**config.mk**
```make
export PLATFORM = sky130hd
export DESIGN_NAME = ifu_fetchq_flat
export DESIGN_NICKNAME = d
export VERILOG_FILES = /design/src/rtl/ifu_fetchq_if.sv /design/src/rtl/ifu_fetchq.sv /design/src/flat_wrapper.sv
export SDC_FILE = /design/constraint.sdc
export NUM_CORES = 1
export LEC_CHECK = 0
export CELL_PAD_IN_SITES_DETAIL_PLACEMENT = 0
export CELL_PAD_IN_SITES_GLOBAL_PLACEMENT = 1
export CORE_ASPECT_RATIO = 1.1
export CORE_MARGIN = 1.5
export CORE_UTILIZATION = 42
export DETAILED_ROUTE_END_ITERATION = 8
export PLACE_DENSITY_LB_ADDON = 0.1
export SLEW_MARGIN = 5
export SYNTH_ARGS = -nofsm -noshare
export SYNTH_HDL_FRONTEND = slang
export SYNTH_SLANG_ARGS = --single-unit
```
**constraint.sdc**
```tcl
create_clock -name clk_i -period 5.37 [get_ports clk_i]
set_input_delay 0.537 -clock clk_i [delete_from_list [all_inputs] [get_ports clk_i]]
set_output_delay 0.537 -clock clk_i [all_outputs]
set_load 0.05 [all_outputs]
```
**src/rtl/ifu_fetchq_if.sv**
```systemverilog
// ifu_fetchq_if
// Bundles every non-clock, non-reset signal of the instruction fetch unit:
//   - execute redirect inputs (redir_*, immediates, opA_i)
//   - instruction-memory request/response handshake (imem_*)
//   - decode-side queue head (instr_*) and the misalign flag
// Modports:
//   master : the fetch unit itself
//   slave  : the surrounding execute/memory/decode environment
interface ifu_fetchq_if;
   logic        redir_valid_i;
   logic [6:0]  redir_opcode_i;
   logic        redir_taken_i;
   logic [31:0] redir_pc_i;
   logic [31:0] itypeimm_i;
   logic [31:0] sbtypeimm_i;
   logic [31:0] ujtypeimm_i;
   logic [31:0] opA_i;
   logic        imem_req_o;
   logic [31:0] imem_addr_o;
   logic        imem_gnt_i;
   logic        imem_rvalid_i;
   logic [31:0] imem_rdata_i;
   logic        instr_valid_o;
   logic [31:0] instr_o;
   logic [31:0] instr_pc_o;
   logic        instr_ready_i;
   logic        misalign_o;

   modport master (
      input  redir_valid_i, redir_opcode_i, redir_taken_i, redir_pc_i,
      input  itypeimm_i, sbtypeimm_i, ujtypeimm_i, opA_i,
      input  imem_gnt_i, imem_rvalid_i, imem_rdata_i, instr_ready_i,
      output imem_req_o, imem_addr_o, instr_valid_o, instr_o, instr_pc_o,
      output misalign_o
   );

   modport slave (
      output redir_valid_i, redir_opcode_i, redir_taken_i, redir_pc_i,
      output itypeimm_i, sbtypeimm_i, ujtypeimm_i, opA_i,
      output imem_gnt_i, imem_rvalid_i, imem_rdata_i, instr_ready_i,
      input  imem_req_o, imem_addr_o, instr_valid_o, instr_o, instr_pc_o,
      input  misalign_o
   );
endinterface

```
**src/rtl/ifu_fetchq.sv**
```systemverilog
// ifu_fetchq
// Instruction fetch unit: PC generator, single-outstanding instruction-memory
// handshake and a QDEPTH-entry instruction queue feeding decode. Redirects
// (taken branch, JAL, JALR) flush the queue and discard any in-flight response.
// Ports:
//   clk_i   : sole clock, rising edge
//   reset_i : synchronous active-high reset
//   bus     : ifu_fetchq_if.master (redirect, imem handshake, decode queue head)
// Parameters:
//   RESET_PC : first fetch address after reset
//   QDEPTH   : queue entries, power of 2, at least 2
// Optional feature macro: IFU_MISALIGN_CHK_EN
//   defined   : a misaligned redirect target halts fetch and raises misalign_o
//   undefined : target[1:0] forced to 0, misalign_o tied low
module ifu_fetchq #(
   parameter logic [31:0] RESET_PC = 32'h0000_0000,
   parameter int unsigned QDEPTH   = 4
) (
   input logic          clk_i,
   input logic          reset_i,
   ifu_fetchq_if.master bus
);
   localparam int unsigned      PTR_W    = $clog2(QDEPTH);
   localparam int unsigned      CNT_W    = PTR_W + 1;
   localparam logic [CNT_W-1:0] QDEPTH_C = CNT_W'(QDEPTH);
   localparam logic [CNT_W-1:0] CNT_ONE  = CNT_W'(1);
   localparam logic [PTR_W-1:0] PTR_ONE  = PTR_W'(1);
   localparam logic [6:0]       OP_BRANCH = 7'h63;
   localparam logic [6:0]       OP_JAL    = 7'h6f;
   localparam logic [6:0]       OP_JALR   = 7'h67;

   typedef enum logic [1:0] {IDLE, REQ, WAIT, HALT} state_e;

   state_e           state_q, state_d;
   logic [31:0]      fetch_pc_q, fetch_pc_d;
   logic             discard_q, discard_d;
   logic [CNT_W-1:0] count_q, count_d;
   logic [PTR_W-1:0] rd_ptr_q, rd_ptr_d;
   logic [PTR_W-1:0] wr_ptr_q, wr_ptr_d;
   logic [31:0]      q_instr_q [QDEPTH];
   logic [31:0]      q_pc_q    [QDEPTH];

   logic             redir_fire;
   logic [31:0]      target_raw;
   logic [31:0]      target;
   logic             push;
   logic             pop;
   logic             instr_valid;

`ifdef IFU_MISALIGN_CHK_EN
   logic             misalign_q, misalign_d;
`endif

   // Redirect decode and target. JALR clears bit 0 like the ISA requires;
   // the low two bits are either checked or forced depending on the build.
   always_comb begin
      redir_fire = bus.redir_valid_i &&
                   ((bus.redir_opcode_i == OP_JAL) ||
                    (bus.redir_opcode_i == OP_JALR) ||
                    ((bus.redir_opcode_i == OP_BRANCH) && bus.redir_taken_i));
      case (bus.redir_opcode_i)
         OP_JAL:  target_raw = bus.redir_pc_i + bus.ujtypeimm_i;
         OP_JALR: target_raw = (bus.opA_i + bus.itypeimm_i) & ~32'h1;
         default: target_raw = bus.redir_pc_i + bus.sbtypeimm_i;
      endcase
`ifdef IFU_MISALIGN_CHK_EN
      target = target_raw;
`else
      target = {target_raw[31:2], 2'b00};
`endif
   end

   // Next-state logic: the FSM and queue bookkeeping first, then a redirect
   // overrides pointers, count and state since it outranks push and pop.
   // In WAIT the free-slot test includes this cycle's push so that a request
   // is only issued when its response is guaranteed a queue entry.
   always_comb begin
      state_d    = state_q;
      fetch_pc_d = fetch_pc_q;
      discard_d  = discard_q;
      count_d    = count_q;
      rd_ptr_d   = rd_ptr_q;
      wr_ptr_d   = wr_ptr_q;
      push       = 1'b0;
`ifdef IFU_MISALIGN_CHK_EN
      misalign_d = misalign_q;
`endif
      instr_valid = (count_q != '0);
      pop         = instr_valid && bus.instr_ready_i;

      case (state_q)
         IDLE: begin
            if (count_q < QDEPTH_C) state_d = REQ;
         end
         REQ: begin
            if (bus.imem_gnt_i) begin
               fetch_pc_d = fetch_pc_q + 32'd4;
               state_d    = WAIT;
            end
         end
         WAIT: begin
            if (bus.imem_rvalid_i) begin
               push      = !discard_q;
               discard_d = 1'b0;
               if ((count_q + (push ? CNT_ONE : '0)) < QDEPTH_C) state_d = REQ;
               else                                              state_d = IDLE;
            end
         end
         default: begin
            count_d = '0;
         end
      endcase

      if (state_q != HALT) begin
         if (push) wr_ptr_d = wr_ptr_q + PTR_ONE;
         if (pop)  rd_ptr_d = rd_ptr_q + PTR_ONE;
         count_d = count_q + (push ? CNT_ONE : '0) - (pop ? CNT_ONE : '0);
      end

      if (redir_fire && (state_q != HALT)) begin
         fetch_pc_d = target;
         count_d    = '0;
         rd_ptr_d   = '0;
         wr_ptr_d   = '0;
         push       = 1'b0;
         case (state_q)
            REQ: begin
               if (bus.imem_gnt_i) begin
                  state_d   = WAIT;
                  discard_d = 1'b1;
               end else begin
                  state_d   = REQ;
               end
            end
            WAIT: begin
               if (bus.imem_rvalid_i) begin
                  state_d   = REQ;
                  discard_d = 1'b0;
               end else begin
                  discard_d = 1'b1;
               end
            end
            default: state_d = REQ;
         endcase
`ifdef IFU_MISALIGN_CHK_EN
         if (target[1:0] != 2'b00) begin
            state_d    = HALT;
            misalign_d = 1'b1;
         end
`endif
      end
   end

   // State registers with synchronous reset; reset drops any in-flight
   // response simply by returning to REQ with the discard flag cleared.
   always_ff @(posedge clk_i) begin
      if (reset_i) begin
         state_q    <= REQ;
         fetch_pc_q <= RESET_PC;
         discard_q  <= 1'b0;
         count_q    <= '0;
         rd_ptr_q   <= '0;
         wr_ptr_q   <= '0;
`ifdef IFU_MISALIGN_CHK_EN
         misalign_q <= 1'b0;
`endif
      end else begin
         state_q    <= state_d;
         fetch_pc_q <= fetch_pc_d;
         discard_q  <= discard_d;
         count_q    <= count_d;
         rd_ptr_q   <= rd_ptr_d;
         wr_ptr_q   <= wr_ptr_d;
`ifdef IFU_MISALIGN_CHK_EN
         misalign_q <= misalign_d;
`endif
      end
   end

   // Queue storage. The outstanding request's address is fetch_pc - 4 because
   // fetch_pc advances on grant and only one request is ever outstanding.
   always_ff @(posedge clk_i) begin
      if (push && !reset_i) begin
         q_instr_q[wr_ptr_q] <= bus.imem_rdata_i;
         q_pc_q[wr_ptr_q]    <= fetch_pc_q - 32'd4;
      end
   end

   // The request is masked during reset so memory sees it withdrawn there.
   assign bus.imem_req_o    = (state_q == REQ) && !reset_i;
   assign bus.imem_addr_o   = fetch_pc_q;
   assign bus.instr_valid_o = instr_valid;
   assign bus.instr_o       = instr_valid ? q_instr_q[rd_ptr_q] : 32'h0;
   assign bus.instr_pc_o    = instr_valid ? q_pc_q[rd_ptr_q]    : 32'h0;
`ifdef IFU_MISALIGN_CHK_EN
   assign bus.misalign_o    = misalign_q;
`else
   assign bus.misalign_o    = 1'b0;
`endif
endmodule

```
**src/flat_wrapper.sv**
```systemverilog
// flat-port wrapper written by rule: the top's interface ports become plain ports
module ifu_fetchq_flat 
#(
   parameter logic [31:0] RESET_PC = 32'h0000_0000,
   parameter int unsigned QDEPTH   = 4
)
  (clk_i, reset_i, bus_redir_valid_i, bus_redir_opcode_i, bus_redir_taken_i, bus_redir_pc_i, bus_itypeimm_i, bus_sbtypeimm_i, bus_ujtypeimm_i, bus_opA_i, bus_imem_gnt_i, bus_imem_rvalid_i, bus_imem_rdata_i, bus_instr_ready_i, bus_imem_req_o, bus_imem_addr_o, bus_instr_valid_o, bus_instr_o, bus_instr_pc_o, bus_misalign_o);
  ifu_fetchq_if bus_i ();
  input logic clk_i;
  input logic reset_i;
  input wire logic [$bits(bus_i.redir_valid_i)-1:0] bus_redir_valid_i;
  input wire logic [$bits(bus_i.redir_opcode_i)-1:0] bus_redir_opcode_i;
  input wire logic [$bits(bus_i.redir_taken_i)-1:0] bus_redir_taken_i;
  input wire logic [$bits(bus_i.redir_pc_i)-1:0] bus_redir_pc_i;
  input wire logic [$bits(bus_i.itypeimm_i)-1:0] bus_itypeimm_i;
  input wire logic [$bits(bus_i.sbtypeimm_i)-1:0] bus_sbtypeimm_i;
  input wire logic [$bits(bus_i.ujtypeimm_i)-1:0] bus_ujtypeimm_i;
  input wire logic [$bits(bus_i.opA_i)-1:0] bus_opA_i;
  input wire logic [$bits(bus_i.imem_gnt_i)-1:0] bus_imem_gnt_i;
  input wire logic [$bits(bus_i.imem_rvalid_i)-1:0] bus_imem_rvalid_i;
  input wire logic [$bits(bus_i.imem_rdata_i)-1:0] bus_imem_rdata_i;
  input wire logic [$bits(bus_i.instr_ready_i)-1:0] bus_instr_ready_i;
  output wire logic [$bits(bus_i.imem_req_o)-1:0] bus_imem_req_o;
  output wire logic [$bits(bus_i.imem_addr_o)-1:0] bus_imem_addr_o;
  output wire logic [$bits(bus_i.instr_valid_o)-1:0] bus_instr_valid_o;
  output wire logic [$bits(bus_i.instr_o)-1:0] bus_instr_o;
  output wire logic [$bits(bus_i.instr_pc_o)-1:0] bus_instr_pc_o;
  output wire logic [$bits(bus_i.misalign_o)-1:0] bus_misalign_o;
  assign bus_i.redir_valid_i = bus_redir_valid_i;
  assign bus_i.redir_opcode_i = bus_redir_opcode_i;
  assign bus_i.redir_taken_i = bus_redir_taken_i;
  assign bus_i.redir_pc_i = bus_redir_pc_i;
  assign bus_i.itypeimm_i = bus_itypeimm_i;
  assign bus_i.sbtypeimm_i = bus_sbtypeimm_i;
  assign bus_i.ujtypeimm_i = bus_ujtypeimm_i;
  assign bus_i.opA_i = bus_opA_i;
  assign bus_i.imem_gnt_i = bus_imem_gnt_i;
  assign bus_i.imem_rvalid_i = bus_imem_rvalid_i;
  assign bus_i.imem_rdata_i = bus_imem_rdata_i;
  assign bus_i.instr_ready_i = bus_instr_ready_i;
  assign bus_imem_req_o = bus_i.imem_req_o;
  assign bus_imem_addr_o = bus_i.imem_addr_o;
  assign bus_instr_valid_o = bus_i.instr_valid_o;
  assign bus_instr_o = bus_i.instr_o;
  assign bus_instr_pc_o = bus_i.instr_pc_o;
  assign bus_misalign_o = bus_i.misalign_o;
  ifu_fetchq #(.RESET_PC(RESET_PC), .QDEPTH(QDEPTH)) u_core (.clk_i(clk_i), .reset_i(reset_i), .bus(bus_i));
endmodule
```
---- Word-level counts from Yosys, hierarchy flattened ----
Memory sizes are Yosys's and may differ from the RTL's. A register that Yosys moved wholly into a read port is not among the register bits.
Cells that the tools add are included.
word-level totals
  flip-flop bits (word level) ............. 42
  bits in writable memories ............... 256
  bits of input ports ..................... 206
  output and inout port bits .............. 99
  word-level logic and storage cells ...... 83
  memories kept ........................... 2
cells by class
  add/sub/neg operators ................... 10
  $lt $le $gt $ge ......................... 2
  equal/unequal tests ..................... 7
  multiplexer cells ....................... 35
  reduce and logical (&&, ||, !) cells .... 20
memories
  name              depth  bits a word  read ports  clocked after memory_dff  write ports  line              RTL
  u_core.q_instr_q  4      32           1           1                         1            ifu_fetchq.sv:40  logic [31:0] q_instr_q [QDEPTH];
  u_core.q_pc_q     4      32           1           1                         1            ifu_fetchq.sv:41  logic [31:0] q_pc_q [QDEPTH];
operators with widths
  operator               number
  $mux 32                5
  $add 32x32->32         3
  $pmux 32 s2            1
  $add 32x3->32 const B  1
  $sub 32x3->32 const B  1
  $eq 7x7->1 const B     3
  $mux 2                 10
  $mux 1                 14
  $reduce_and 2->1       4
  $add 3x3->3            2
  $logic_and 1x1->1      6
  $lt 3x3->1 const B     2
  $mux 3                 2
  $pmux 2 s3             1
  $add 2x1->2 const B    2
  $pmux 2 s2             1
  $reduce_bool 2->1      2
  $reduce_bool 3->1      1
  $reduce_or 3->1        1
  $sub 3x3->3            1
  $eq 2x1->1 const B     1
  $eq 2x2->1 const B     1
  $logic_not 1->1        2
  $logic_not 2->1        1
  other kinds (5)        6

---- Longest topological paths before layout ----
  word-level depth ........................ 9
  gate-level depth with buffers ........... 15
  depth with buffers taken out ............ 13

---- Least setup slack after synthesis ----
Ideal clock, no wire load.
  kind .................................... input -> register
  from .................................... input port bus_redir_opcode_i[4]
  to ...................................... register u_core.fetch_pc_q[30], in the netlist u_core.bus.imem_addr_o[30]
  setup time .............................. 0.122 ns
  arrival time ............................ 3.970 ns
  required time ........................... 5.248 ns
  slack ................................... 1.279 ns
  cell stages on the path ................. 14
  path buffers ............................ 1
  path through ............................ nand4b_1 > nor2_1 > clkbuf_1 > mux2_2 > ha_1 > a21o_1 > a21o_1 > a21o_1 > or4_1 > a211oi_2 > nor3_1 > nand2b_1 > xor2_1 > a221o_1
between the ends
  longest elaborated chain between the ends .. 7
  elaborated cells between the ends (all ways) .. 13
  classes of those cells .................. 3 x eq/ne; 2 x mux; 8 x reduce/logical
ends and longest elaborated chain
  what                                                          line                                RTL
  start: declaration                                            flat_wrapper.sv:12                  input wire logic [$bits(bus_i.redir_opcode_i)-1:0] bus_redir_opcode_i;
  $eq 7x7->1 (on tied branches)                                 --
  $logic_or 1x1->1 / $logic_and 1x1->1 (equally long branches)  ifu_fetchq.sv:58, ifu_fetchq.sv:60
  $logic_or 1x1->1                                              ifu_fetchq.sv:59                    (bus.redir_opcode_i == OP_JALR) ||
  $logic_and 1x1->1                                             ifu_fetchq.sv:57                    redir_fire = bus.redir_valid_i &&
  $logic_and 1x1->1                                             ifu_fetchq.sv:120                   if (redir_fire && (state_q != HALT)) begin
  $reduce_bool 2->1 (no source line)                            --
  $reduce_and 2->1 (no source line)                             --
  end signal: assignment                                        ifu_fetchq.sv:169                   fetch_pc_q <= fetch_pc_d;
  end: declaration                                              ifu_fetchq.sv:35                    logic [31:0] fetch_pc_q, fetch_pc_d;
Parallel ways exist; a longest one is shown, timed or not.
A chain may end at the register's enable or synchronous reset.

---- Final worst setup path ----
  from .................................... input port bus_redir_opcode_i[3]
  to ...................................... register u_core.fetch_pc_q[27], in the netlist u_core.bus.imem_addr_o[27]
The elaborated chain is that of the path after synthesis.

==> results_dict.tcl <==
set metrics [dict create \
    synth_top_area_share 0.452 \
    final_nets 1963 \
    ant_nets 0 \
    avgSynthCellArea_um2 11.7 \
    drt-total-wl_um 41600 \
    rsz0062_at_grt "false" \
    insertedDiodeCount 0 \
    vias 12000 \
    rows 75 \
    grt_pass1_vias 12000 \
    mostFrequentLayoutCell "clkdlybuf4s50_1" \
    start_util 0.429 \
    hold_ws_ns 0.488 \
    relSlewSlack 0.297 \
    tightest_slew_ns 1.05 \
    worst-setup-path-type "input port to flop" \
    setup-tns-final_ns 0 \
    coreArea_um2 38500 \
    synth-seq-cells 290 \
    clk_pin_slew_ns 0.06 \
    grt_overflow 0 \
    power_leakage_nw 7.17 \
    layoutNonFillerInstCount 2201 \
    area_growth_pct 26.4 \
    power.total_mw 7.88 \
    io_buffers 299 \
    postCtsSetupBuffers 0 \
    drc_errors 0 \
    cap_viol_max_count 0 \
    placedCellCount 2150 \
    cts_num_sinks 290 \
    fmax_mhz 215 \
    die-height_um 211 \
    cp-start-kind "input port" \
    synth_edf_count 248 \
    synth_cell_types 79 \
    cts_tree "built" \
    status "complete, no violations" \
    drive_above_1_share 0.103 \
    critPathArrivalTime_ns 5.09 \
    post_drt_wl_per_cell_um 18.9 \
    ir_drop_uv 322 \
    dieArea_um2 40500 \
    clk_latency_ns 0.54 \
    cts-root-buf "clkbuf_16" \
    grt_use_total 0.203 \
    worst_slack_ns 0.708 \
    firstDrtPassIters 7 \
    fp.dieW_um 192 \
    setup_viol 0 \
    yosys.area.top_type "edfxtp_1" \
    drv_slew 0 \
    period_needed_ns 4.66 \
    clk_path_buf_depth 3 \
    cts-buffers-inserted 28 \
    place_area_um2 20000 \
    netlist_area_um2 16500 \
    crit_fanout 22 \
    num_io_pins 305 \
    end_kind "flop" \
    place.gp.congestion 0.863 \
    final_util 0.542 \
    p_per_area_nw_per_um2 378 \
    synthTopCellsByArea "edfxtp_1, mux4_2, ha_1, dfxtp_1, and2_1" \
    design_area_um2 20800 \
    dp_hpwl_um 30700 \
    yosysWarningCount 0 \
    cts_resized 0 \
    hold_buffers 0 \
    skew_ns 0.00975 \
    hold_violations 0 \
    postSynthCellCount 1408 \
    via_per_inst 5.46 \
    dr.first_iter.drc_count 569 \
    grt_first_pass_wirelength_um 64400 \
    grt_max_degree 65 \
    synth_ff_type "edfxtp_1" \
    layout_common_cells "clkdlybuf4s50_1, edfxtp_1, nor2_1, a21oi_1, nand2_1" \
    synthArstFlopShare 0 \
    fin_crit_sh 0.868 \
    required_ns 5.80 \
    ys_seq_area_frac 0.503 \
    cts_max_level 1 \
    holdCritPathClass "flop to flop" \
    dp_slack_ns 0.293 \
    antenna_found_initial 0 \
]
[sequential cells by signal, indices dropped and copies added (netlist names), named ones only]
name                    flops
u_core.bus.imem_addr_o     30
u_core.count_q              3
u_core.discard_q            1
u_core.q_instr_q          128
u_core.q_pc_q             120
u_core.rd_ptr_q             2
u_core.state_q              2
u_core.wr_ptr_q             2
[report_power, final]
part / switching [mW] / internal [mW] / total, mW
clock network: 0.794 / 1.01 / 1.80
registers: 0.127 / 2.66 / 2.78
logic: 2.01 / 1.29 / 3.30
[logic make-up after synthesis]
family	count (synthesis)	share of synthesized area
mux	97	0.108
other cells	1	0.000227
simple gates	441	0.140
buf+inv	108	0.0267
flops	290	0.503
fa+ha+maj	77	0.0589
xor+xnor	86	0.0457
compound gates	308	0.118
[cells in the mapped netlist, types with 40 or more instances]
master	number
nor2_1	97
mux4_2	62
a21oi_1	92
ha_1	76
edfxtp_1	248
xor2_1	50
nand2_1	86
dfxtp_1	42
clkbuf_1	59
nand3_1	40
o21ai_0	73
and2_1	80
[critical path, stage by stage]
cell	delay (ns)
clkdlybuf4s50_1	0.53
nand4b_1	0.21
nor2_2	0.13
buf_4	0.29
mux2_2	0.37
ha_1	0.40
nand2_1	0.14
o31ai_1	0.46
nand4bb_1	0.31
a211oi_1	0.70
nor2_1	0.17
a21oi_1	0.20
or3_1	0.13
nand3_1	0.14
a2111oi_2	0.36
[area by class of cell]
class,instances,area (um^2)
clock buffers,38,769
multi-input cells,1014,7800
inverters,30,113
flip-flops and latches,290,8290
well taps,500,626
repair buffers,316,3170
fillers,3353,17600
clock inverters,13,76.3
[metal layers]
layer / track usage / part of all wire / routed length (um)
met5: 0 / 0 / 0
met1: 0.273 / 0.44 / 18500
met3: 0.0274 / 0.055 / 2280
met2: 0.338 / 0.47 / 19700
met4: 0.0663 / 0.028 / 1160
[final timing paths]
kind / slack, ns / start / cells past startpoint / to
hold reg to reg: 0.49 / u_core.count_q[0] / 2 / u_core.count_q[0]
hold / removal: 0.49 / u_core.count_q[0] / 2 / u_core.count_q[0]
setup / recovery: 0.71 / bus_redir_opcode_i[3] / 15 / u_core.bus.imem_addr_o[27]
setup reg to reg: 2.15 / u_core.count_q[2] / 9 / u_core.count_q[2]
Note: power is estimated with default switching activity, not from simulation.
==> RTL edit: new RTL, same settings <==
The 4 states of `state_e` get a one-hot encoding in 4 bits.
--- a/src/rtl/ifu_fetchq.sv
+++ b/src/rtl/ifu_fetchq.sv
@@ -31,3 +31,3 @@
 
-   typedef enum logic [1:0] {IDLE, REQ, WAIT, HALT} state_e;
+   typedef enum logic [3:0] {IDLE = 4'b0001, REQ = 4'b0010, WAIT = 4'b0100, HALT = 4'b1000} state_e;
 
Formal check against the unedited RTL: no difference found for any inputs over 4 cycles, from zero or initial values and one cycle with reset_i high; so few cycles prove little.
==> RTL edit against the original RTL <==
Worst setup slack improved by 300 ps. Hold slack improved by 52 ps. Area after synthesis decreased by 2.7%. Sequential cell count increased by 2. First-iteration DRC count decreased by 13%. Final cell count decreased by 5.1%. Critical path depth decreased by 1. Power decreased by 2.8%. Maximum frequency increased by 6.8%. Cell area decreased by 2.0%. Wire length decreased by 4.6%.
==> RTL edit: results (changes against the original RTL) <==
----------------------------------------------------
[Critical path]
  Maximum net fanout on the critical path ... 30 (+36%)
  Worst-case register-to-register setup slack ... 2120 ps (-30 ps)
  Cell with the biggest individual delay on the critical path ... sky130_fd_sc_hd__clkdlybuf4s50_1
  Peak per-stage delay on the critical path ... 560 ps (-140 ps)
  Data arrival time of the worst path ... 4750 ps (-340 ps)
  Crit Reg-Reg Endpoint ... u_core.q_pc_q[2][31]

[Synth]
  Leading post-synthesis cells by instance count ... sky130_fd_sc_hd__edfxtp_1 (248), sky130_fd_sc_hd__a21oi_1 (76), sky130_fd_sc_hd__nor2_1 (76)
  Top cells by area in the synthesized netlist ... sky130_fd_sc_hd__edfxtp_1 (46%), sky130_fd_sc_hd__mux4_2 (8.7%), sky130_fd_sc_hd__ha_1 (5.5%)
  Post-synthesis sequential area ratio ... 51.9% (+1.7 points)
  Synth unique cells ... 77 (-2.5%)

[Timing]
  Worst clock skew on the final layout ... 7.32 ps (-2.44 ps)
  Worst slack on hold paths ... 539 ps (+52.0 ps)
  Max-slew headroom ... 38.4% (+8.7 points)

[Finish]
  Post-layout net count ... 1,850 (-5.8%)
  Filler instances ... 3,268 (-2.5%)
  Fraction of layout cells with a size suffix above 1 ... 11.4% (+1.0 points)
  Finished Layout Cells ... 2,088 (-5.1%)

[Route]
  Detailed Route WL ... 39.6 mm (-4.6%)
  Routed vias/inst ... 5.35 (-1.9%)
  Router iterations before antenna repair ... 5 (-2)

[Worst hold path]
  Startpoint of the tightest hold check path ... u_core.rd_ptr_q[1]

[Power and ir drop]
  Maximum ir drop on the vdd rail ... 0.313 mV (-3.0%)
  Net switching power figure ... 2.78 mW (-5.3%)
  Leakage Power ... 7.04 nW (-1.8%)

[Placement]
  DPL Wire Length ... 28.7 mm (-6.5%)
  Post-Place Cells ... 2,036 (-5.3%)

[Global routing]
  Maximum number of pins on one net before global-route repair ... 65 (unchanged)
  Number of global-route vias before repair ... 11,600 (-3.3%)

[Run status]
  Outcome ... finished, final reports clean

[Clocking]
  Clock root buffer master ... sky130_fd_sc_hd__clkbuf_16

----------------------------------------------------
-- RTL edit: cell types whose count changed after synthesis, sizes merged, moves of 7 or more --
cell    before  now
nor2        98   77
o21ai       74   48
xor2        50   61
nand3       40   28
xnor2       36   50
clkbuf      59   51
nor3        36   21
and2        81   71
nand2       87   75
and3        13   20
a21o        28   19
a21oi       92   76
-- RTL edit: cell families after synthesis --
family          Yosys count  synth area share (%)
mux                      95                  11.0
fa+ha+maj                72                  5.66
flops                   292                  51.9
compound gates          247                  9.99
buf+inv                  96                  2.45
other cells               1                0.0234
xor+xnor                111                  6.06
simple gates            379                  12.9
-- RTL edit: worst max-delay path by stage --
stage | start | to | slack, ps | depth (start not counted)
after global placement | bus_redir_opcode_i[3] | u_core.bus.imem_addr_o[31] | 540 | 15
after CTS | bus_redir_opcode_i[3] | u_core.bus.imem_addr_o[31] | 1020 | 15
after global routing | bus_redir_opcode_i[3] | u_core.bus.imem_addr_o[31] | 630 | 15
final | bus_redir_opcode_i[3] | u_core.bus.imem_addr_o[25] | 1010 | 14
after detailed placement | bus_redir_opcode_i[3] | u_core.bus.imem_addr_o[25] | 460 | 14
after floorplan | bus_redir_opcode_i[4] | u_core.bus.imem_addr_o[31] | 1270 | 14
-- RTL edit: power by group through the flow --
stage	registers, mW	clock network [mW]	logic, mW
global placement	2.70	0	3.16
floorplan	2.63	0	2.19
CTS	2.65	1.94	3.18
finish	2.64	1.89	3.14
detailed placement	2.70	0	3.17
global route	2.66	2.02	3.36
-- RTL edit: area by class of cell --
type                    instances  area, sq um  area share, %
clock buffers                  34          744           3.64
clock inverters                18          149          0.729
inverters                      26         97.6          0.478
multi-input cells             909         7350           36.0
flip-flops and latches        292         8330           40.8
well taps                     494          618           3.03
repair buffers                315         3140           15.4
-- RTL edit: metrics by stage --
stage                     setup WS (ps)  utilization [%]  area (sq um)
after floorplan                    1270                -         16100
after global placement              545             52.2         19500
after detailed placement            461             52.2         19500
after CTS                          1020             54.6         20400
after global routing                631             54.6         20400
final                              1010             54.6         20400
-- RTL edit: layer usage --
metal	track usage, %	vias to the layer above	routed length (um)
li1	-	5470	-
met5	0	-	0
met4	4.05	0	678
met1	26.3	5351	17400
met2	35.3	315	19400
met3	2.78	41	2120
